$ cat src/rtl/mem_arb_pkg.sv
// Shared types and constants for the fetch / load-store memory arbiter.
package mem_arb_pkg;

    typedef enum logic [1:0] {
        SZ_B = 2'b00,
        SZ_H = 2'b01,
        SZ_W = 2'b10
    } size_e;

    typedef enum logic {
        REQ_IF = 1'b0,
        REQ_LS = 1'b1
    } req_e;

    localparam logic [3:0] STRB_B = 4'b0001;
    localparam logic [3:0] STRB_H = 4'b0011;
    localparam logic [3:0] STRB_W = 4'b1111;

endpackage

$ cat src/rtl/mem_load_align.sv
// Picks the addressed byte/half lane out of a memory word and sign- or zero-extends it.
module mem_load_align
    import mem_arb_pkg::*;
(
    input  logic [31:0] mem_word,
    input  logic [1:0]  offset,
    input  logic [1:0]  size,
    input  logic        is_unsigned,
    output logic [31:0] data
);

    logic [31:0] shifted;

    always_comb begin
        shifted = mem_word >> {offset, 3'b000};
        data    = mem_word;
        case (size)
            SZ_B: data = is_unsigned ? {24'd0, shifted[7:0]}
                                     : {{24{shifted[7]}}, shifted[7:0]};
            SZ_H: data = is_unsigned ? {16'd0, shifted[15:0]}
                                     : {{16{shifted[15]}}, shifted[15:0]};
            default: data = mem_word;
        endcase
    end

endmodule

$ cat src/rtl/mem_arbiter.sv
// Round-robin arbiter sharing one combinational-read memory between a fetch port
// and a load-store port; responses are registered one cycle after the grant.
module mem_arbiter
    import mem_arb_pkg::*;
#(
    parameter int AWIDTH = 32,
    parameter int DWIDTH = 32
) (
    input  logic                  clk,
    input  logic                  rst,
    input  logic                  if_req_i,
    input  logic [AWIDTH-1:0]     if_addr_i,
    output logic                  if_gnt_o,
    output logic                  if_rvalid_o,
    output logic [DWIDTH-1:0]     if_rdata_o,
    input  logic                  ls_req_i,
    input  logic                  ls_we_i,
    input  logic [AWIDTH-1:0]     ls_addr_i,
    input  logic [DWIDTH-1:0]     ls_wdata_i,
    input  logic [1:0]            ls_size_i,
    input  logic                  ls_unsigned_i,
    output logic                  ls_gnt_o,
    output logic                  ls_rvalid_o,
    output logic                  ls_err_o,
    output logic [DWIDTH-1:0]     ls_rdata_o,
    output logic [AWIDTH-1:0]     mem_addr_o,
    output logic [DWIDTH-1:0]     mem_data_o,
    output logic [DWIDTH/8-1:0]   mem_write_strb_o,
    output logic                  mem_read_en_o,
    output logic                  mem_write_en_o,
    input  logic [DWIDTH-1:0]     mem_data_i,
    input  logic                  mem_data_vld_i
);

    req_e              last_q;
    logic              gnt_if, gnt_ls;
    logic              ls_misalign, ls_rd, ls_wr;
    logic [3:0]        strb;
    logic [DWIDTH-1:0] wdata_rep;
    logic [DWIDTH-1:0] load_data;

    logic              if_rvalid_q, ls_rvalid_q, ls_err_q;
    logic [DWIDTH-1:0] if_rdata_q, ls_rdata_q;

    // The port that lost the last grant wins contention.
    always_comb begin
        gnt_if = 1'b0;
        gnt_ls = 1'b0;
        if (!rst) begin
            if (ls_req_i && (!if_req_i || last_q == REQ_IF))
                gnt_ls = 1'b1;
            else if (if_req_i)
                gnt_if = 1'b1;
        end
    end

    always_comb begin
        ls_misalign = 1'b1;
        strb        = STRB_W;
        wdata_rep   = ls_wdata_i;
        case (ls_size_i)
            SZ_B: begin
                ls_misalign = 1'b0;
                strb        = STRB_B << ls_addr_i[1:0];
                wdata_rep   = {4{ls_wdata_i[7:0]}};
            end
            SZ_H: begin
                ls_misalign = ls_addr_i[0];
                strb        = STRB_H << ls_addr_i[1:0];
                wdata_rep   = {2{ls_wdata_i[15:0]}};
            end
            SZ_W: ls_misalign = |ls_addr_i[1:0];
            default: ls_misalign = 1'b1;
        endcase
    end

    assign ls_rd = gnt_ls && !ls_we_i && !ls_misalign;
    assign ls_wr = gnt_ls &&  ls_we_i && !ls_misalign;

    assign if_gnt_o         = gnt_if;
    assign ls_gnt_o         = gnt_ls;
    assign mem_addr_o       = gnt_if ? {if_addr_i[AWIDTH-1:2], 2'b00} :
                              gnt_ls ? {ls_addr_i[AWIDTH-1:2], 2'b00} : '0;
    assign mem_read_en_o    = gnt_if || ls_rd;
    assign mem_write_en_o   = ls_wr;
    assign mem_write_strb_o = ls_wr ? strb : '0;
    assign mem_data_o       = ls_wr ? wdata_rep : '0;

    mem_load_align u_load_align (
        .mem_word    (mem_data_i),
        .offset      (ls_addr_i[1:0]),
        .size        (ls_size_i),
        .is_unsigned (ls_unsigned_i),
        .data        (load_data)
    );

    always_ff @(posedge clk) begin
        if (rst) begin
            last_q      <= REQ_IF;
            if_rvalid_q <= 1'b0;
            if_rdata_q  <= '0;
            ls_rvalid_q <= 1'b0;
            ls_err_q    <= 1'b0;
            ls_rdata_q  <= '0;
        end else begin
            if (gnt_ls)
                last_q <= REQ_LS;
            else if (gnt_if)
                last_q <= REQ_IF;
            if_rvalid_q <= gnt_if;
            if_rdata_q  <= gnt_if ? mem_data_i : '0;
            ls_rvalid_q <= gnt_ls;
            ls_err_q    <= gnt_ls && ls_misalign;
            ls_rdata_q  <= ls_rd ? load_data : '0;
        end
    end

    // Responses are also masked while reset is held, not only after the next edge.
    assign if_rvalid_o = if_rvalid_q && !rst;
    assign if_rdata_o  = rst ? '0 : if_rdata_q;
    assign ls_rvalid_o = ls_rvalid_q && !rst;
    assign ls_err_o    = ls_err_q && !rst;
    assign ls_rdata_o  = rst ? '0 : ls_rdata_q;

`ifndef SYNTHESIS
    read_data_valid: assert property (@(posedge clk) disable iff (rst)
        mem_read_en_o |-> mem_data_vld_i);
`endif

endmodule

$ cat config.mk
export PLATFORM = sky130hd
export DESIGN_NAME = mem_arbiter
export DESIGN_NICKNAME = d
export VERILOG_FILES = /design/src/rtl/mem_arb_pkg.sv /design/src/rtl/mem_load_align.sv /design/src/rtl/mem_arbiter.sv
export SDC_FILE = /design/constraint.sdc
export NUM_CORES = 1
export LEC_CHECK = 0
export ABC_AREA = 1
export CAP_MARGIN = 20
export CORE_MARGIN = 2
export CORE_UTILIZATION = 41
export CTS_BUF_LIST = sky130_fd_sc_hd__clkbuf_2 sky130_fd_sc_hd__clkbuf_4 sky130_fd_sc_hd__clkbuf_8
export DETAILED_ROUTE_END_ITERATION = 6
export PLACE_DENSITY = 0.95
export SYNTH_ARGS = -nofsm -noshare
export SYNTH_HDL_FRONTEND = slang
export SYNTH_HIERARCHICAL = 1
export SYNTH_SLANG_ARGS = --single-unit
$ cat constraint.sdc
create_clock -name clk -period 3.05 [get_ports clk]
set_clock_uncertainty 0.2 [all_clocks]
set_input_delay 0.305 -clock clk [delete_from_list [all_inputs] [get_ports clk]]
set_output_delay 0.305 -clock clk [all_outputs]
set_load 0.02 [all_outputs]
==> metrics.yaml, run 1 <==
cts_htree_levels: 3
area_growth_pct: 64.7
finalCritPeriodShare_pct: 91.6
ff_latch_area_um2: 1360
antenna_left: 0
drt_pass1_iterations: 6
fp.dieArea_um2: 11500
post-place-ws_ps: 222
drive_above_1_share_pct: 5.38
crit_chain: "clkdlybuf4s50_1 -> o21ai_0 -> nand2_1 -> inv_2 -> nand2_4 -> nor2_1 -> clkdlybuf4s50_1"
die_x_um: 107
rsz0062_at_grt: "false"
antenna_found_initial: 0
port_buffers: 270
crit_path_top_delay_cell: "clkdlybuf4s50_1"
syn_inst: 770
cts_buffer_depth: 2
hold_viol_final: 0
nFillCells: 870
syn-cell-area_um2: 4380
hold_end: "ls_rvalid_q"
post-route-drc-count: 0
clkTransAtPathRegs_ps: 70
hold_depth: 4
crit_type: "in -> out"
fp-row-count: 37
reg2reg_from: "last_q"
track_usage_pct: 25.4
grt_pass1_wl_mm: 23.2
slew_headroom_pct: 56.5
reg2reg_depth: 6
setup_ws_ps: 255
hold_path.class: "in -> reg"
post_cts_buffers: 0
r2r_end: "ls_rdata_q[17]"
routedWlPerCell_um: 13.1
multi_input_area_um2: 2110
fmax_ghz: 0.358
powerDensity_nw_per_um2: 320
die_height_um: 107
hpwl_mm: 11.9
ys_ff_latch: 68
initial_utilization_pct: 42.3
nNetsFinal: 1155
grt_max_degree: 69
leakage_uw: 0.00339
seq_area_frac_synth_pct: 31.1
fin_hold_ws_ps: 115
coreArea_um2: 10400
vdd_drop_max_mv: 0.263
arrival_ps: 2290
crit_top_cell: "clkdlybuf4s50_1"
grt_pass1_vias: 4841
numCtsBuffers: 9
clock_latency_ps: 340
place_congestion: 0.882
critPathMaxFanout: 35
startpoint_type: "input port"
outcome: "completed"
drtIter0Drc: 240
worstHoldStart: "rst"
yosysWarnings: 6
grt_overflow: 0
hold_buffers: 0
diodes: 0
period_needed_ps: 2790
slew_violations: 0
synth_cell_types: 27
worstMarginPinSlew_ps: 653
setup_viol: 0
drt_wl_total_mm: 15.2
tritoncts: "yes"
worstPathRequired_ps: 2540
tns_ps: 0
viasPerCell: 4.53
worstSetupStartpoint: "ls_size_i[0]"
maxCapViolCount: 0
cts-root-buf: "clkbuf_8"
synth_area_per_cell_um2: 5.69
finalPower_uw: 2310
r2r_setup_slack_ps: 1590
ctsResizeCount: 0
clock-sinks: 68
endpoint_kind: "output pin"
utilization_pct: 69.6
vias: 5254
pin_count: 276
max_stage_delay_ps: 650
==> sequential cells by signal (all words and copies together), names as in the netlist <==
| register | cells |
|---|---|
| if_rdata_q | 32 |
| if_rvalid_q | 1 |
| last_q | 1 |
| ls_err_q | 1 |
| ls_rdata_q | 32 |
| ls_rvalid_q | 1 |
==> power breakdown <==
part / switching [uW] / total, uW / internal (uW)
combinational: 346 / 664 / 318
clock: 345 / 731 / 386
sequential: 6.22 / 917 / 911
==> final cells by class <==
| cell class | instances | share of cell area [%] |
|---|---|---|
| clock buffer | 10 | 1.82 |
| clock inverter | 6 | 0.884 |
| inverter | 169 | 8.89 |
| multi-input combinational | 493 | 29.2 |
| sequential | 68 | 18.8 |
| tap | 136 | 2.36 |
| timing repair buffer | 277 | 38.0 |
==> per-stage QoR <==
| step | instance area [um2] | instances |
|---|---|---|
| after floorplan | 4390 | 771 |
| after global placement | 7030 | 1143 |
| after detailed placement | 7030 | 1143 |
| after CTS | 7220 | 1159 |
| after global routing | 7220 | 1159 |
| final | 7220 | 1159 |
==> logic make-up after synthesis <==
family                 count (synthesis)  share of synthesized area, %
DFF                                   68                          31.1
AOI/OAI and AO/OA                     52                          5.94
other                                  1                        0.0855
and+or+nand+nor                      439                          42.0
buffers and inverters                210                          20.9
==> worst max-delay path: cells and delay by family <==
kind / cells / cell delay [ps]
AO/OA/AOI/OAI: 1 / 220
buffers and inverters: 3 / 1290
AND/OR/NAND/NOR: 3 / 470
==> synth_stat cells <==
library cell	n	area, um2
nand2_1	181	679
nor2_1	181	679
inv_1	163	612
dfxtp_1	68	1360
nand3_1	43	215
o21ai_0	39	195
buf_2	19	95.1
nor2_2	13	81.3
buf_6	12	135
a21oi_1	11	55.1
clkbuf_1	7	26.3
or2_1	7	43.8
inv_2	4	15.0
nand2_2	4	25.0
buf_4	2	15.0
nand3_2	2	20.0
nand3_4	2	35.0
nand4_1	2	12.5
o21ai_1	2	10.0
clkbuf_2	1	5.00
conb_1	1	3.75
inv_4	1	6.26
inv_6	1	8.76
nand2_4	1	11.3
nor2_4	1	11.3
nor2_8	1	20.0
or2_0	1	6.26
==> cells in the final DEF (no fill, tap or decap), types with 4 or more instances in the layout <==
cell type	Yosys	layout
nor2_1	181	181
nor2_2	13	13
or2_1	7	7
a21oi_1	11	11
nand2_2	4	4
buf_4	2	7
nand3_1	43	43
clkdlybuf4s50_1	0	268
clkbuf_8	0	9
o21ai_0	39	39
dfxtp_1	68	68
inv_2	4	4
nand2_1	181	181
inv_1	163	163
==> worst max path at each step <==
stage / cells after the start / slack (ps) / to
final: 7 / 260 / mem_data_o[12]
after global routing: 7 / 60 / mem_data_o[27]
after detailed placement: 7 / 220 / mem_data_o[12]
after global placement: 7 / 280 / mem_data_o[12]
after CTS: 7 / 230 / mem_data_o[12]
after floorplan: 7 / 1370 / mem_data_o[10]
==> metal layers <==
metal  track usage (%)  part of all wire [%]  up-vias
li1                  -                     -     2716
met1              30.1                    40     2247
met2              45.2                    51      256
met3              5.02                   6.9       35
met4              9.34                   2.5        0
met5                 0                     0        -
No activity file was read; power rests on OpenSTA's default activity.
==> run 2: changes to the inputs <==
--- a/config.mk
+++ b/config.mk
@@ -6,7 +6,6 @@
 export NUM_CORES = 1
 export LEC_CHECK = 0
 export ABC_AREA = 1
-export CAP_MARGIN = 20
 export CORE_MARGIN = 2
 export CORE_UTILIZATION = 41
 export CTS_BUF_LIST = sky130_fd_sc_hd__clkbuf_2 sky130_fd_sc_hd__clkbuf_4 sky130_fd_sc_hd__clkbuf_8
==> results of run 2 <==
Final layout, timing and power as in run 1 (identical DEF).
